`src/rtl/pipeline_hazard_ctrl.sv`:
```
// rtl/pipeline_hazard_ctrl.sv - stall/flush scheduler with memory-wait FSM and perf counters
module pipeline_hazard_ctrl #(
  parameter int MEM_TIMEOUT = 16,
  parameter int CNT_W       = 16
) (
  input  logic             clock,
  input  logic             reset,
  input  logic [4:0]       d_rs1,
  input  logic [4:0]       d_rs2,
  input  logic             d_uses_rs1,
  input  logic             d_uses_rs2,
  input  logic [4:0]       x_rd,
  input  logic             x_is_load,
  input  logic             x_branch_taken,
  input  logic             m_mem_req,
  input  logic             dmem_ready,
  output logic             f_stall,
  output logic             d_stall,
  output logic             x_stall,
  output logic             m_stall,
  output logic             d_flush,
  output logic             x_flush,
  output logic             mw_bubble,
  output logic             bus_error,
  output logic [CNT_W-1:0] stall_count,
  output logic [CNT_W-1:0] flush_count
);

  typedef enum logic [1:0] {
    RUN      = 2'd0,
    MEM_WAIT = 2'd1,
    FAULT    = 2'd2
  } state_t;

  // Wait counter value during the final allowed stall cycle; that cycle's edge enters FAULT.
  localparam logic [7:0]       WAIT_LAST = 8'(MEM_TIMEOUT - 1);
  localparam logic [CNT_W-1:0] CNT_MAX   = '1;

  state_t     state, state_next;
  logic [7:0] wait_cnt, wait_next;
  logic       mem_stall;
  logic       load_use;
  logic       any_stall;
  logic       any_flush;

  assign mem_stall = (state != FAULT) && m_mem_req && !dmem_ready;
  // x0 is hardwired zero, so a load targeting it can never create a dependency.
  assign load_use  = x_is_load && (x_rd != 5'd0) &&
                     ((d_uses_rs1 && (d_rs1 == x_rd)) || (d_uses_rs2 && (d_rs2 == x_rd)));
  assign any_stall = f_stall | d_stall | x_stall | m_stall;
  assign any_flush = d_flush | x_flush;

  // Prioritised pipeline controls: fault, memory wait, taken branch, load-use.
  always_comb begin
    f_stall   = 1'b0;
    d_stall   = 1'b0;
    x_stall   = 1'b0;
    m_stall   = 1'b0;
    d_flush   = 1'b0;
    x_flush   = 1'b0;
    mw_bubble = 1'b0;
    bus_error = 1'b0;
    if (state == FAULT) begin
      f_stall   = 1'b1;
      d_stall   = 1'b1;
      x_stall   = 1'b1;
      m_stall   = 1'b1;
      mw_bubble = 1'b1;
      bus_error = 1'b1;
    end else if (mem_stall) begin
      f_stall   = 1'b1;
      d_stall   = 1'b1;
      x_stall   = 1'b1;
      m_stall   = 1'b1;
      mw_bubble = 1'b1;
    end else if (x_branch_taken) begin
      // Decode holds a wrong-path instruction, so the branch wins over load-use.
      d_flush = 1'b1;
      x_flush = 1'b1;
    end else if (load_use) begin
      f_stall = 1'b1;
      d_stall = 1'b1;
      x_flush = 1'b1;
    end
  end

  // Memory-wait FSM next state and wait-counter update.
  always_comb begin
    state_next = state;
    wait_next  = wait_cnt;
    case (state)
      RUN: begin
        if (mem_stall) begin
          state_next = MEM_WAIT;
          wait_next  = 8'd1;
        end
      end
      MEM_WAIT: begin
        if (!mem_stall) begin
          state_next = RUN;
          wait_next  = 8'd0;
        end else if (wait_cnt == WAIT_LAST) begin
          state_next = FAULT;
        end else begin
          wait_next = wait_cnt + 8'd1;
        end
      end
      FAULT: begin
        state_next = FAULT;
      end
      default: begin
        state_next = RUN;
        wait_next  = 8'd0;
      end
    endcase
  end

  // FSM state and wait-counter registers.
  always_ff @(posedge clock or posedge reset) begin
    if (reset) begin
      state    <= RUN;
      wait_cnt <= 8'd0;
    end else begin
      state    <= state_next;
      wait_cnt <= wait_next;
    end
  end

  // Saturating performance counters, one event per cycle each.
  always_ff @(posedge clock or posedge reset) begin
    if (reset) begin
      stall_count <= '0;
      flush_count <= '0;
    end else begin
      if (any_stall && (stall_count != CNT_MAX)) stall_count <= stall_count + 1'b1;
      if (any_flush && (flush_count != CNT_MAX)) flush_count <= flush_count + 1'b1;
    end
  end

endmodule

```
`config.mk`:
```
export PLATFORM = sky130hd
export DESIGN_NAME = pipeline_hazard_ctrl
export DESIGN_NICKNAME = d
export VERILOG_FILES = /design/src/rtl/pipeline_hazard_ctrl.sv
export SDC_FILE = /design/constraint.sdc
export NUM_CORES = 1
export LEC_CHECK = 0
export CORE_ASPECT_RATIO = 0.5
export CORE_MARGIN = 2
export CORE_UTILIZATION = 30
export DETAILED_ROUTE_END_ITERATION = 16
export GPL_TIMING_DRIVEN = 0
export PLACE_DENSITY = 0.59
export SYNTH_ARGS = -nofsm -noshare
export SYNTH_HDL_FRONTEND = slang
export SYNTH_SLANG_ARGS = --single-unit
```
`constraint.sdc`:
```
create_clock -name clock -period 4.5 [get_ports clock]
set_input_delay 0.45 -clock clock [delete_from_list [all_inputs] [get_ports clock]]
set_output_delay 0.45 -clock clock [all_outputs]
set_load 0.005 [all_outputs]
```
==> run_results.csv <==
group,metric,value,unit
clock_network,ctsHoldBuffers,0,
timing,fin_crit_sh,69.8,%
setup_path,slowest_delay,560,ps
cells_and_area,synthToLayoutAreaGrowth,38.7,%
floorplan,die_area,0.00861,mm^2
yosys,syn-num-nets,256,
clock_network,cts_buffers,5,
setup_path,crit_top_cell,"clkdlybuf4s50_1",
power_and_ir_drop,powerDensity,368,mW/mm^2
cells_and_area,num_antenna_cells,0,
yosys,ys_ff_latch,42,
detailed_routing,drt_pass1_iterations,4,
grt,track_usage,13.3,%
yosys,synth-main-ff-cell,"dfrtp_1",
cells_and_area,num-nets-final,325,
timing,rsz0062_at_grt,"no",
cells_and_area,nFillCells,719,
power_and_ir_drop,p_comb_share,25.9,%
detailed_routing,met2_length,2.68,mm
power_and_ir_drop,internal-power,0.847,mW
timing,slew_headroom,40.3,%
power_and_ir_drop,peakVddDrop,0.000154,V
clock_network,cts_resized,0,
setup_path,worstPathArrival,2690,ps
yosys,yosysTopAreaCell,"dfrtp_1",
timing,slew_violations,0,
cells_and_area,layout-drive-gt1-share,9.67,%
worst_hold_path,hold_start,"wait_cnt[7]$_DFFE_PP0P_",
floorplan,die-height,66.6,um
setup_path,cp_top_family,"buffers and inverters",
detailed_routing,wl_met3,157,um
yosys,postSynthAreaPerCell,10.2,um^2
cells_and_area,mostFrequentLayoutCells,"clkdlybuf4s50_1, dfrtp_1, nand2_1",
detailed_routing,wl,5.22,mm
power_and_ir_drop,power.switching,0.354,mW
setup_path,r2r-start,"flush_count[10]$_DFFE_PP0P_",
cells_and_area,multi_input_area,0.00122,mm^2
detailed_routing,route.detailed.drc,0,
status,run_status,"completed",
clock_network,post-cts-setup-buffers,0,
grt,grt-ovfl-total,0,
run,maxCapViolations,0,
floorplan,ios,63,
timing,min_period,3140,ps
detailed_routing,vias,1887,
grt,grt_pass1_wl,9.12,mm
cells_and_area,layout.cells.non_filler,408,
cells_and_area,layout_commonest_cell,"clkdlybuf4s50_1",
clock_network,cts_max_level,2,
grt,grt_pass1_vias,2000,
placed_design,place_congestion,0.766,
yosys,synth_cell_types,46,
clock_network,cts.sinks,42,
detailed_routing,dr.max_layer_used,"met4",
setup_path,startpoint_type,"input pin",
timing,finalHoldViolCount,0,
detailed_routing,wirelength_met1,2.33,mm
yosys,synth_edf_count,0,
clock_network,clock_path_buffers,2,
floorplan,core,0.00746,mm^2
clock_network,cts-root-buf,"clkbuf_16",
power_and_ir_drop,p_seq_share,43.2,%
setup_path,worstPathRequired,4050,ps
clock_network,insertion_delay,290,ps
placed_design,hpwl,3.98,mm
setup_path,path_cells,"clkdlybuf4s50_1 -> or4_4 -> o21a_4 -> a21oi_4 -> buf_6 -> nor2_1 -> clkdlybuf4s50_1",
floorplan,initial_core_util,31.5,%
clock_network,cts_tree,"yes",
yosys,synth_sequential_area_ratio,44.7,%
power_and_ir_drop,leakage,1.28,nW
timing,setup_violations,0,
setup_path,worst_setup_path_end_kind,"output port",
setup_path,cp_num_buf_inv,3,
setup_path,critPathKind,"input pin to output port",
yosys,synth_area,0.00235,mm^2
clock_network,path_clk_slew,60,ps
floorplan,row_count,22,
yosys,ys_top_cells_by_area,"dfrtp_1, xnor2_1, xor2_1",
detailed_routing,vias_per_cell,4.63,
timing,tns,0,ps
setup_path,cp-startpoint,"x_rd[2]",
detailed_routing,drt-wirelength-per-cell,12.8,um
yosys,ys_warn_count,0,
yosys,syn-instance-count,230,
power_and_ir_drop,p_clk_share,30.9,%
grt,grt_max_degree,43,
placed_design,placedCellCount,400,
worst_hold_path,hp-class,"flop to flop",
detailed_routing,drt-initial-drc-count,149,
cells_and_area,regArea,0.00105,mm^2
timing,skew,11.2,ps
timing,worst_pin_slew,894,ps
yosys,async_flop_share,100,%
yosys,synth_top_area_share,44.7,%
timing,fmax,318,MHz
setup_path,worst-path-max-fanout,10,
detailed_routing,ant_nets,0,
placed_design,port_buffers,62,
grt,antenna_found_initial,0,
power_and_ir_drop,swShare,29.5,%
setup_path,cpMaxStageDelayCell,"or4_4",
floorplan,die_w,129,um
## synthesized netlist by cell type, types with 5 or more instances
| master | count |
|---|---|
| nor3_1 | 10 |
| inv_1 | 5 |
| o22ai_1 | 5 |
| o21ai_0 | 6 |
| nand2_1 | 27 |
| nand4_1 | 9 |
| xor2_1 | 17 |
| nand3_1 | 13 |
| xnor2_1 | 25 |
| nor2_1 | 13 |
| and3_1 | 6 |
| dfrtp_1 | 42 |
## power by group through the flow
stage / clock network, mW / registers, mW / logic [mW]
6_report: 0.371 / 0.519 / 0.311
5_1_grt: 0.401 / 0.533 / 0.346
4_1_cts: 0.386 / 0.520 / 0.319
3_5_place_dp: 0 / 0.526 / 0.316
3_3_place_gp: 0 / 0.524 / 0.305
2_1_floorplan: 0 / 0.517 / 0.133
## through the flow
step | instance area (um^2) | total power [mW] | util [%] | setup slack [ps] | hold slack [ps]
2_1_floorplan | 2350 | 0.650 | - | 2430 | 449
3_3_place_gp | 3110 | 0.828 | 41.7 | 1370 | 476
3_5_place_dp | 3110 | 0.842 | 41.7 | 1350 | 477
4_1_cts | 3260 | 1.23 | 43.7 | 1340 | 490
5_1_grt | 3260 | 1.28 | 43.7 | 1260 | 514
6_report | 3260 | 1.20 | 43.7 | 1360 | 482
## cells by family (layout without fill, tap and decap cells)
kind of cell | count (synthesis) | in the layout | share of synthesized area, %
xor gates and xnor gates | 42 | 42 | 15.6
adders and majority gates | 3 | 3 | 1.60
DFF | 42 | 42 | 44.7
buffers and inverters | 13 | 83 | 3.51
AOI/OAI and AO/OA | 26 | 26 | 8.78
and+or+nand+nor | 102 | 102 | 24.9
muxes | 2 | 2 | 0.904
## cell type report
cell class                      count  area share (%)
Multi-Input combinational cell    175            37.4
Inverter                            6           0.690
Sequential cell                    42            32.2
Timing Repair Buffer               62            19.0
Buffer                              7            1.84
Clock inverter                      3           0.882
Clock buffer                        5            3.84
Tap cell                          108            4.14
## path summary, 6_finish.rpt
kind	end	slack, ps	depth (start not counted)
max in group asynchronous	stall_count[10]$_DFFE_PP0P_	3260	2
min in group asynchronous	flush_count[3]$_DFFE_PP0P_	680	2
max	x_flush	1360	7
min	wait_cnt[7]$_DFFE_PP0P_	480	1
max reg2reg	flush_count[1]$_DFFE_PP0P_	2300	6
min reg2reg	wait_cnt[7]$_DFFE_PP0P_	480	1
## per-layer routing
layer	GRT usage, %	vias up
li1	-	944
met1	15.5	913
met2	24.6	26
met3	2.97	4
met4	3.94	0
met5	0	-
## flip-flops by register name (all words and copies together) (netlist names)
register     flops
wait_cnt         8
state            2
stall_count     16
flush_count     16
Note: power is estimated with default switching activity, not from simulation.
